<file path="src/rtl/cdb_arbiter.sv">
// Writeback arbiter: three private result FIFOs (ALU, load, branch) drained one entry per cycle onto the CDB.
// Optional build macro CDB_ARB_FIXED_PRIO_EN selects fixed priority BRANCH > LOAD > ALU instead of round-robin.
module cdb_arbiter #(
    parameter int DATA_WIDTH = 32,
    parameter int PHY_WIDTH  = 6,
    parameter int ROB_WIDTH  = 5,
    parameter int DEPTH      = 2
) (
    input  logic                  clk,
    input  logic                  rst,
    input  logic                  flush,
    input  logic                  alu_valid,
    input  logic [ROB_WIDTH-1:0]  alu_rob_id,
    input  logic [PHY_WIDTH-1:0]  rd_phy_alu,
    input  logic [DATA_WIDTH-1:0] alu_result,
    input  logic                  load_valid,
    input  logic [ROB_WIDTH-1:0]  load_rob_id,
    input  logic [PHY_WIDTH-1:0]  load_rd_phy,
    input  logic [DATA_WIDTH-1:0] load_data,
    input  logic                  branch_valid,
    input  logic [ROB_WIDTH-1:0]  branch_rob_id,
    input  logic [PHY_WIDTH-1:0]  rd_phy_branch,
    input  logic [DATA_WIDTH-1:0] nextPC,
    input  logic                  isJump,
    output logic                  busy_alu,
    output logic                  busy_lsu,
    output logic                  busy_branch,
    output logic                  cdb_valid,
    output logic [1:0]            cdb_src,
    output logic [ROB_WIDTH-1:0]  cdb_rob_id,
    output logic [PHY_WIDTH-1:0]  cdb_rd_phy,
    output logic [DATA_WIDTH-1:0] cdb_data,
    output logic                  cdb_wen,
    output logic                  overflow_err
);

    localparam int PTR_W = (DEPTH > 1) ? $clog2(DEPTH) : 1;
    localparam int CNT_W = $clog2(DEPTH + 1);
    localparam logic [CNT_W-1:0] FULL = CNT_W'(DEPTH);
    localparam logic [PTR_W-1:0] LAST = PTR_W'(DEPTH - 1);

    // Storage is not reset: the CDB outputs are forced to zero whenever no FIFO holds data.
    logic [ROB_WIDTH-1:0]  rob_mem  [0:2][0:DEPTH-1];
    logic [PHY_WIDTH-1:0]  phy_mem  [0:2][0:DEPTH-1];
    logic [DATA_WIDTH-1:0] data_mem [0:2][0:DEPTH-1];
    logic                  wen_mem  [0:2][0:DEPTH-1];

    logic [PTR_W-1:0] rd_ptr [0:2];
    logic [PTR_W-1:0] wr_ptr [0:2];
    logic [CNT_W-1:0] count  [0:2];

    logic [2:0]            push_v;
    logic [2:0]            push_ok;
    logic [2:0]            pop;
    logic [2:0]            busy;
    logic [2:0]            non_empty;
    logic [ROB_WIDTH-1:0]  push_rob  [0:2];
    logic [PHY_WIDTH-1:0]  push_phy  [0:2];
    logic [DATA_WIDTH-1:0] push_data [0:2];
    logic [2:0]            push_wen;
    logic                  grant;
    logic [1:0]            win;

    assign push_v       = {branch_valid, load_valid, alu_valid};
    assign push_wen     = {isJump, 1'b1, 1'b1};
    assign push_rob[0]  = alu_rob_id;
    assign push_rob[1]  = load_rob_id;
    assign push_rob[2]  = branch_rob_id;
    assign push_phy[0]  = rd_phy_alu;
    assign push_phy[1]  = load_rd_phy;
    assign push_phy[2]  = rd_phy_branch;
    assign push_data[0] = alu_result;
    assign push_data[1] = load_data;
    assign push_data[2] = nextPC;

    always_comb begin
        busy      = '0;
        non_empty = '0;
        for (int i = 0; i < 3; i++) begin
            busy[i]      = (count[i] == FULL);
            non_empty[i] = (count[i] != '0);
        end
    end

    assign busy_alu    = busy[0];
    assign busy_lsu    = busy[1];
    assign busy_branch = busy[2];

    // A full FIFO refuses the push even if it pops in the same cycle.
    assign push_ok = push_v & ~busy;
    assign pop     = grant ? (3'b001 << win) : 3'b000;

`ifdef CDB_ARB_FIXED_PRIO_EN
    always_comb begin
        grant = 1'b1;
        win   = 2'd0;
        if (non_empty[2])      win = 2'd2;
        else if (non_empty[1]) win = 2'd1;
        else if (non_empty[0]) win = 2'd0;
        else                   grant = 1'b0;
    end
`else
    logic [1:0] rr_ptr;
    logic [1:0] scan [0:2];

    // Scan from the lowest priority upward so the last hit is the winner.
    always_comb begin
        scan[0] = rr_ptr;
        scan[1] = (rr_ptr == 2'd2) ? 2'd0 : rr_ptr + 2'd1;
        scan[2] = (rr_ptr == 2'd0) ? 2'd2 : rr_ptr - 2'd1;
        grant   = 1'b0;
        win     = 2'd0;
        for (int k = 2; k >= 0; k--) begin
            if (non_empty[scan[k]]) begin
                grant = 1'b1;
                win   = scan[k];
            end
        end
    end

    always_ff @(posedge clk or posedge rst) begin
        if (rst) begin
            rr_ptr <= 2'd0;
        end else if (flush) begin
            rr_ptr <= 2'd0;
        end else if (grant) begin
            rr_ptr <= (win == 2'd2) ? 2'd0 : win + 2'd1;
        end
    end
`endif

    always_comb begin
        cdb_valid  = grant;
        cdb_src    = '0;
        cdb_rob_id = '0;
        cdb_rd_phy = '0;
        cdb_data   = '0;
        cdb_wen    = 1'b0;
        if (grant) begin
            cdb_src    = win;
            cdb_rob_id = rob_mem[win][rd_ptr[win]];
            cdb_rd_phy = phy_mem[win][rd_ptr[win]];
            cdb_data   = data_mem[win][rd_ptr[win]];
            cdb_wen    = wen_mem[win][rd_ptr[win]];
        end
    end

    function automatic logic [PTR_W-1:0] bump(input logic [PTR_W-1:0] p);
        return (p == LAST) ? '0 : p + 1'b1;
    endfunction

    always_ff @(posedge clk) begin
        for (int i = 0; i < 3; i++) begin
            if (push_ok[i] && !flush) begin
                rob_mem[i][wr_ptr[i]]  <= push_rob[i];
                phy_mem[i][wr_ptr[i]]  <= push_phy[i];
                data_mem[i][wr_ptr[i]] <= push_data[i];
                wen_mem[i][wr_ptr[i]]  <= push_wen[i];
            end
        end
    end

    always_ff @(posedge clk or posedge rst) begin
        if (rst) begin
            overflow_err <= 1'b0;
            for (int i = 0; i < 3; i++) begin
                count[i]  <= '0;
                rd_ptr[i] <= '0;
                wr_ptr[i] <= '0;
            end
        end else if (flush) begin
            // Flush-cycle pushes vanish silently; the sticky error is kept.
            for (int i = 0; i < 3; i++) begin
                count[i]  <= '0;
                rd_ptr[i] <= '0;
                wr_ptr[i] <= '0;
            end
        end else begin
            for (int i = 0; i < 3; i++) begin
                if (push_v[i] && busy[i]) overflow_err <= 1'b1;
                if (push_ok[i]) wr_ptr[i] <= bump(wr_ptr[i]);
                if (pop[i])     rd_ptr[i] <= bump(rd_ptr[i]);
                if (push_ok[i] && !pop[i])
                    count[i] <= count[i] + 1'b1;
                else if (!push_ok[i] && pop[i])
                    count[i] <= count[i] - 1'b1;
            end
        end
    end

endmodule
</file>
<file path="config.mk">
export PLATFORM = sky130hd
export DESIGN_NAME = cdb_arbiter
export DESIGN_NICKNAME = d
export VERILOG_FILES = /design/src/rtl/cdb_arbiter.sv
export SDC_FILE = /design/constraint.sdc
export NUM_CORES = 1
export LEC_CHECK = 0
export BUFFER_PORTS_ARGS = -buffer_cell sky130_fd_sc_hd__buf_4
export CAP_MARGIN = 25
export CORE_MARGIN = 3
export CORE_UTILIZATION = 50
export DETAILED_ROUTE_END_ITERATION = 12
export GPL_TIMING_DRIVEN = 0
export PLACE_DENSITY_LB_ADDON = 0.05
export SLEW_MARGIN = 30
export SYNTH_ARGS = -nofsm -noshare
export SYNTH_HDL_FRONTEND = slang
export SYNTH_SLANG_ARGS = --single-unit
</file>
<file path="constraint.sdc">
create_clock -name clk -period 5.5 [get_ports clk]
set_input_delay 0.275 -clock clk [delete_from_list [all_inputs] [get_ports clk]]
set_output_delay 0.275 -clock clk [all_outputs]
set_load 0.02 [all_outputs]
</file>
==> results of run 1 <==
-- through the flow --
| stage | utilization, % | power (mW) | hold slack, ps | setup TNS, ps |
|---|---|---|---|---|
| 3_3_place_gp | 59.5 | 8.69 | 385 | -472320 |
| 2_1_floorplan | - | 6.30 | 176 | 0 |
| 6_report | 71.3 | 10.8 | 35.6 | 0 |
| 5_1_grt | 71.3 | 11.3 | 79.5 | 0 |
| 3_5_place_dp | 61.1 | 8.76 | 399 | 0 |
| 4_1_cts | 71.3 | 10.8 | 24.3 | 0 |
-- area by class of cell --
type	count	area, um2
plain buffers	67	293
repair buffers	357	3040
well taps	280	350
inverters	8	30.0
multi-input cells	494	2840
clock inverters	20	226
fillers	1546	6340
flip-flops and latches	279	8260
clock buffers	30	708
-- Yosys cell counts, types with 2 or more instances --
library cell,instances
nand2b_1,3
nand2_1,93
nor4_1,2
nand3_1,90
ha_1,3
clkbuf_1,44
xnor2_1,6
nor3_1,10
nor2_1,60
o21ai_0,51
inv_1,7
or2_2,4
buf_2,15
nor3b_1,5
dfrtp_1,15
edfxtp_1,260
a21oi_1,48
o211ai_1,44
buf_1,3
dfxtp_1,4
a311o_1,44
xor2_1,7
a211oi_1,8
buf_4,4
-- placed cells by master (no fill, tap or decap), types with 44 or more instances in the layout --
cell	n
o21ai_0	51
edfxtp_1	260
nand2_1	93
o211ai_1	44
dlygate4sd3_1	131
a21oi_1	48
a311o_1	44
buf_4	221
clkbuf_1	46
nand3_1	90
nor2_1	60
-- repair_timing --
item,CTS,global route
endpoints found under the hold margin,275,0
hold buffers,131,0
buffers inserted,0,0
-- state kept, by name (all words and copies together), names as in the netlist --
| name | count |
|---|---|
| wr_ptr | 3 |
| overflow_err | 1 |
| rr_ptr | 2 |
| phy_mem | 36 |
| rd_ptr | 3 |
| rob_mem | 30 |
| count | 6 |
| wen_mem | 6 |
| data_mem | 192 |
-- worst max-delay path, cell delays in order, from the launching register on --
cell,delay [ps]
dfrtp_1,360
clkbuf_1,290
inv_1,110
ha_1,370
o21ai_0,90
a21boi_0,180
a211o_1,270
clkbuf_1,540
buf_2,390
clkbuf_1,510
o211ai_1,160
a21oi_1,270
buf_4,200
-- logic make-up (layout without fill, tap and decap cells) --
kind of cell | after synthesis | after routing | share of synthesized area (%)
and+or+nand+nor | 270 | 270 | 10.4
adders and majority gates | 3 | 3 | 0.330
xor gates and xnor gates | 13 | 13 | 0.999
buffers and inverters | 75 | 482 | 2.83
muxes | 1 | 1 | 0.0879
DFF | 279 | 279 | 72.5
AOI/OAI and AO/OA | 207 | 207 | 12.8
-- where the power goes --
group	total (mW)	switching [mW]	internal (mW)
registers	2.63	0.0710	2.56
clock network	1.93	0.809	1.12
logic	6.22	3.99	2.23
total	10.8	4.87	5.91
-- per-layer routing --
| metal | vias up | wire length [um] | share of wire, % |
|---|---|---|---|
| li1 | 4014 | - | - |
| met1 | 4243 | 13900 | 41 |
| met2 | 458 | 16300 | 48 |
| met3 | 83 | 2830 | 8.3 |
| met4 | 2 | 949 | 2.8 |
| met5 | - | 13 | 0.038 |
-- how the worst min path moves through the flow --
stage,startpoint,to,slack (ps),depth (start not counted)
floorplan,rst,count[0],180,1
global placement,rst,wr_ptr[1],390,2
detailed placement,rst,wr_ptr[1],400,2
CTS,load_valid,overflow_err,20,3
global route,load_valid,overflow_err,80,3
finish,load_valid,overflow_err,40,3
==> reports/metrics.yaml, run 1 <==
outcome: "completed"
cp.arrival_ps: 4300
core_um2: 22100
yosysTopAreaCell: "edfxtp_1"
synth.avg_cell_area_um2: 13.4
ys_ff_latch: 279
via_per_inst: 5.73
num_antenna_cells: 0
timing.rr.end: "count[1]"
globalplace.congestion: 0.817
synthTopCellsByArea: "edfxtp_1 69%, nand3_1 4.0%, a311o_1 3.9%"
relSlewSlack_pct: 45.4
synth_seq_area_share_pct: 72.5
grt-busiest-layer: "met2"
fmaxAchievable_mhz: 218
grt_max_degree: 16
crit_type: "reg2out"
start_kind: "flop"
numCtsBuffers: 28
leakage_nw: 5.84
drtIter0Drc: 923
worst_pin_slew_ps: 814
syn_nets: 987
hold_violations: 0
die_x_um: 157
antenna_found_initial: 1
place_area_um2: 13500
drc: 0
row_count: 54
antenna_left: 0
period_share_pct: 83.3
maxCapViolations: 0
path_max_fanout: 10
syn_to_final_growth_pct: 38.2
worst_skew_pair.late_latency_ps: 560
h-tree-depth: 1
ir_drop_v: 0.000493
reg2reg_depth: 10
synth_edf_count: 260
num_io_pins: 187
critPathCaptureType: "output port"
rsz0062_at_grt: "no"
die_h_um: 157
yosys_warnings: 0
port_buffers: 186
dpl.cell_count: 1354
firstDrtPassIters: 5
clockRootBuffer: "clkbuf_16"
async_reset_ff_share_pct: 5.38
hpwl_um: 22500
synth.distinct_cells: 42
wire_per_inst_um: 22.1
grt_util_met2_pct: 44.8
cts_tree: "done"
clock_path_buffers: 3
met3_usage_pct: 5.06
grt_pass1_wl_um: 51500
worstSetupEndpoint: "cdb_data[28]"
hold_class: "in2reg"
grt_pass1_vias: 9156
syn-cell-area_um2: 11400
cp-startpoint: "rr_ptr[1]"
gr-total-overflow: 0
final_cells: 1535
worstPathRequired_ps: 5220
power_density_nw_per_um2: 685
dieArea_um2: 24600
slew_viol_final: 0
synth_top_cell_area_share_pct: 68.5
final_layout_size_suffix_gt1_share_pct: 24.1
dp_worst_setup_slack_ps: 1560
clk_pin_slew_ps: 70
met1_usage_pct: 37.3
skew_ps: 10.9
start_util_pct: 51.6
final_area_um2: 15700
clock_sinks: 279
ctsResizeCount: 0
dr_total_vias: 8800
r2r_setup_slack_ps: 2150
period_needed_ps: 4580
synthFlopType: "edfxtp_1"
layout.nets: 1374
setup_violations: 0
wl_um: 33900
syn_inst: 848
setup_slack_ps: 920
worstReg2RegStart: "rr_ptr[1]"
grt_use_total_pct: 27.4
Power figures use the tool's default switching activity.
==> run 2: changes to the inputs <==
Clock period 5.5 ns to 3.8 ns, I/O delays scaled along.
==> reports/metrics.yaml, run 2 (same netlist as run 1, synthesis figures left out) <==
pwr-share-clk_pct: 17.0  # -0.9 points
final_common_cell: "edfxtp_1"
core_um2: 22100  # unchanged
worstPathRequired_ps: 3610  # -1610 ps
ir_drop_v: 0.000562  # +14%
antenna_left: 0  # unchanged
fmaxAchievable_mhz: 271
grt_use_total_pct: 27.6  # +0.15 points
period_needed_ps: 3690
numCtsBuffers: 29  # +3.6%
swShare_pct: 44.8  # -0.43 points
holdPathStages: 2  # -1
reg2reg_depth: 10  # unchanged
period_share_pct: 97.0
grt_pass1_vias: 9016  # -1.5%
seq_power_share_pct: 23.6  # -0.8 points
slew_viol_final: 0  # unchanged
most-common-layout-cells: "260 x edfxtp_1, 199 x buf_4, 132 x dlygate4sd3_1, 93 x nand2_1, 89 x nand3_1"
setup_slack_ps: 113  # -807 ps
syn_to_final_growth_pct: 40.8
clk_pin_slew_ps: 60  # about the same
final_layout_size_suffix_gt1_share_pct: 27.8  # +3.7 points
hpwl_um: 22300  # -1.0%
leakage_nw: 5.96  # +2.1%
dieArea_um2: 24600  # unchanged
wl_um: 34200  # +0.70%
worst_pin_slew_ps: 924  # +110 ps
regArea_um2: 8260  # about the same
start_util_pct: 51.6  # unchanged
maxCapViolations: 0  # unchanged
fillers: 1479  # -4.3%
globalplace.congestion: 0.798  # -2.3%
num_antenna_cells: 0  # unchanged
h-tree-depth: 1  # unchanged
setup_violations: 0  # unchanged
firstDrtPassIters: 5  # unchanged
clock_sinks: 279  # unchanged
num_io_pins: 187  # unchanged
cp.arrival_ps: 3500  # -800 ps
hold_violations: 0  # unchanged
layout.nets: 1370  # -0.29%
hold_class: "in2reg"
clock_path_buffers: 3  # unchanged
internal-power_mw: 8.94  # +51%
gr-total-overflow: 0  # unchanged
relSlewSlack_pct: 37.7  # -7.7 points
grt_max_degree: 16  # unchanged
multi_input_area_um2: 2990  # +5.6%
outcome: "completed"
drc: 0  # unchanged
antenna_found_initial: 1  # unchanged
path_max_fanout: 7  # -3
largest_reg_flops: 192  # unchanged
dp_worst_setup_slack_ps: -120  # -1680 ps
clockRootBuffer: "clkbuf_16"
critPathCaptureType: "output port"
wire_per_inst_um: 22.3  # +0.90%
start_kind: "flop"
skew_ps: 7.13  # -3.80 ps
power.net_switching_mw: 7.25  # +49%
dr_total_vias: 8804  # +0.045%
rsz0062_at_grt: "no"
via_per_inst: 5.75  # +0.24%
row_count: 54  # unchanged
postLayoutCoreUtil_pct: 72.6  # +1.3 points
worst_skew_pair.late_latency_ps: 550  # about the same
cts_tree: "done"
pwr-share-comb_pct: 59.4  # +1.7 points
die_x_um: 157  # unchanged
crit_type: "reg2out"
die_h_um: 157  # unchanged
grt_pass1_wl_um: 51600  # +0.17%
drtIter0Drc: 988  # +7.0%
power_density_nw_per_um2: 1010  # +47%
port_buffers: 186  # unchanged
## run 2: changes by cell type in the layout (fill, tap and decap cells not counted), sizes merged
cell,before,now
buf,249,242
clkinv,13,14
bufinv,4,3
dlygate4sd3,131,132
clkbuf,74,77
## run 2: power by group through the flow
stage                     logic, mW  registers [mW]  clock network (mW)
after CTS                      9.37            3.81                2.77
after global routing           10.2            3.84                2.90
after global placement         8.68            3.89                   0
final                          9.62            3.82                2.75
after floorplan                5.26            3.86                   0
after detailed placement       8.84            3.87                   0
## run 2: cell type report
class                           instances  share of cell area, %
Buffer                                 67                   2.44
Clock buffer                           32                   4.59
Clock inverter                         20                   1.08
Inverter                                8                  0.187
Multi-Input combinational cell        494                   18.7
Sequential cell                       279                   51.5
Tap cell                              280                   2.18
Timing Repair Buffer                  352                   19.3
## run 2: per-stage QoR
stage	TNS, ps	hold WS, ps	instances	power (mW)	instance area (um2)
floorplan	0	91.5	848	9.12	11400
global route	0	27.5	1532	17.0	16000
CTS	0	20.3	1529	15.9	15900
global placement	-211260	310	1314	12.6	13200
finish	0	25.1	1532	16.2	16000
detailed placement	-1240	303	1339	12.7	13500
## run 2: worst paths after layout
kind	startpoint	endpoint	slack [ps]
setup / recovery	rr_ptr[0]	cdb_data[12]	110
hold / removal	flush	data_mem[1][33]	30
setup reg to reg	rr_ptr[0]	rd_ptr[0]	1010
hold reg to reg	wen_mem[0][0]	wen_mem[0][0]	440
max in group asynchronous	rst	rr_ptr[0]	3080
min in group asynchronous	rst	count[2]	280
## run 2: critical path, cell delays in order (launching register included)
cell,delay (ps)
dfrtp_2,460
inv_2,170
ha_2,250
nand2_1,80
a21o_4,260
o31a_4,360
o21ai_4,180
a31oi_4,190
buf_6,190
buf_4,170
a311o_1,270
a21oi_1,200
buf_4,170
## run 2: layer usage
| layer | part of all wire, % | GRT usage (%) |
|---|---|---|
| met1 | 40 | 38.0 |
| met2 | 49 | 46.4 |
| met3 | 8.3 | 4.01 |
| met4 | 2.4 | 7.17 |
| met5 | 0.038 | 0 |
## run 2: what timing repair did
item / CTS / global route
setup endpoints to repair: 44 / 44
hold endpoints to repair: 276 / 0
pin swaps: 5 / 4
buffers inserted: 6 / 3
hold buffers: 132 / 0
gates resized for setup: 50 / 39
==> run 3: changes to the inputs <==
Settings changed: PLACE_DENSITY set to 0.73, PLACE_DENSITY_LB_ADDON 0.05 to not set.
==> reports/metrics.yaml, run 3 (same netlist as run 1, synthesis figures left out) <==
clk_pin_slew_ps: 60  # about the same
reg2reg_depth: 12  # +2
core_um2: 22100  # unchanged
wl_um: 36300  # +6.2%
hold_violations: 0  # unchanged
skew_ps: 9.87  # +2.75 ps
gr-total-overflow: 0  # unchanged
dpl.cell_count: 1339  # unchanged
layout.nets: 1375  # +0.36%
power_density_nw_per_um2: 1040  # +3.0%
drc: 0  # unchanged
die_h_um: 157  # unchanged
period_share_pct: 98.8  # +1.8 points
finalPower_mw: 16.9  # +4.1%
grt_pass1_vias: 9525  # +5.6%
outcome: "completed"
hold_start: "flush"
clockRootBuffer: "clkbuf_16"
start_util_pct: 51.6  # unchanged
period_needed_ps: 3750  # +66.6 ps
die_x_um: 157  # unchanged
slew_viol_final: 0  # unchanged
dp_worst_setup_slack_ps: -140  # -20.6 ps
final_cells: 1540  # +0.52%
row_count: 54  # unchanged
worstReg2RegStart: "rr_ptr[1]"
crit_type: "reg2out"
hold_class: "in2reg"
setup_violations: 0  # unchanged
largest_reg_flops: 192  # unchanged
cp.arrival_ps: 3560  # +60 ps
port_buffers: 186  # unchanged
worstPathRequired_ps: 3610  # about the same
firstDrtPassIters: 5  # unchanged
numCtsBuffers: 29  # unchanged
drtIter0Drc: 1119  # +13%
grt_pass1_wl_um: 53800  # +4.3%
antenna_found_initial: 1  # unchanged
maxCapViolations: 0  # unchanged
leakage_nw: 6.03  # +1.2%
setup_slack_ps: 46.2  # -66.6 ps
grt_use_total_pct: 28.8  # +1.2 points
worst_skew_pair.late_latency_ps: 550  # about the same
final_common_cell: "edfxtp_1"
path_max_fanout: 10  # +3
cp-startpoint: "rr_ptr[0]"
fmaxAchievable_mhz: 266  # -1.8%
wire_per_inst_um: 23.6  # +5.7%
worst_pin_slew_ps: 903  # -20.9 ps
ir_drop_v: 0.000694  # +23%
num_io_pins: 187  # unchanged
clock_sinks: 279  # unchanged
start_kind: "flop"
dieArea_um2: 24600  # unchanged
syn_to_final_growth_pct: 42.4
antenna_left: 0  # unchanged
fillers: 1397  # -5.5%
critPathCaptureType: "output port"
grt_max_degree: 16  # unchanged
clock_path_buffers: 3  # unchanged
h-tree-depth: 1  # unchanged
via_per_inst: 6.05  # +5.3%
relSlewSlack_pct: 39.1  # +1.4 points
cts_tree: "done"
holdPathStages: 2  # unchanged
setup_tns_ps: 0  # unchanged
hpwl_um: 22000  # -1.3%
dr_total_vias: 9316  # +5.8%
most-common-layout-cells: "260 x edfxtp_1, 199 x buf_4, 132 x dlygate4sd3_1, 93 x nand2_1, 90 x nand3_1"
globalplace.congestion: 0.870  # +9.0%
final_layout_size_suffix_gt1_share_pct: 28.6  # +0.82 points
[run 3: cell count changes in the layout (fill, tap and decap cells not counted), sizes merged]
cell,before,now
buf,242,246
clkinv,14,10
bufinv,3,6
diode,0,2
clkbuf,77,78
clkinvlp,2,3
inv,9,10
[run 3: cell type report]
class,count,area (um2),area share [%]
Clock inverter,21,262,1.61
Sequential cell,279,8260,50.9
Inverter,8,30.0,0.185
Timing Repair Buffer,357,3150,19.4
Buffer,67,410,2.53
Antenna cell,2,5.00,0.0308
Clock buffer,32,737,4.54
Tap cell,280,350,2.16
Multi-Input combinational cell,494,3010,18.6
[run 3: where the power goes]
part	switching, mW	total [mW]	internal (mW)
clock network	1.18	2.98	1.80
logic	6.23	10.0	3.82
registers	0.118	3.83	3.71
[run 3: layer usage]
layer  track usage [%]  up-vias  part of all wire (%)
li1                  -     4026                     -
met1              38.1     4510                    37
met2              48.6      673                    50
met3              4.23      107                   9.5
met4              10.9        0                   3.7
met5                 0        -                     0
[run 3: worst paths after layout]
| kind | to | slack [ps] |
|---|---|---|
| worst max-delay path | cdb_data[21] | 50 |
| worst min-delay path | rob_mem[1][7] | 20 |
| worst max register to register | count[5] | 970 |
| worst min register to register | wen_mem[1][1] | 450 |
| max in group asynchronous | rr_ptr[0] | 3040 |
| min in group asynchronous | count[2] | 300 |
[run 3: what timing repair did]
action	4_1_cts	5_1_grt
endpoints found under the hold margin	276	0
pin swaps	4	7
hold buffers	132	0
gates cloned	0	0
gates resized for setup	44	60
setup endpoints to repair	44	44
setup buffers	7	7
[run 3: critical path, stage by stage, from the launching register on]
cell     delay (ps)
dfrtp_2         460
inv_2           160
ha_1            240
nand2_1          90
a21o_4          260
o31a_4          400
o21ai_4         180
a31oi_4         170
buf_4           190
buf_4           180
a311o_1         320
a21oi_2         190
buf_4           170
[run 3: per-stage QoR]
step	utilization, %	area (um2)	hold slack [ps]
floorplan	-	11400	91.5
global placement	59.6	13200	298
detailed placement	61.2	13500	318
CTS	72.5	16000	16.8
global route	73.4	16200	30.5
finish	73.4	16200	23.8
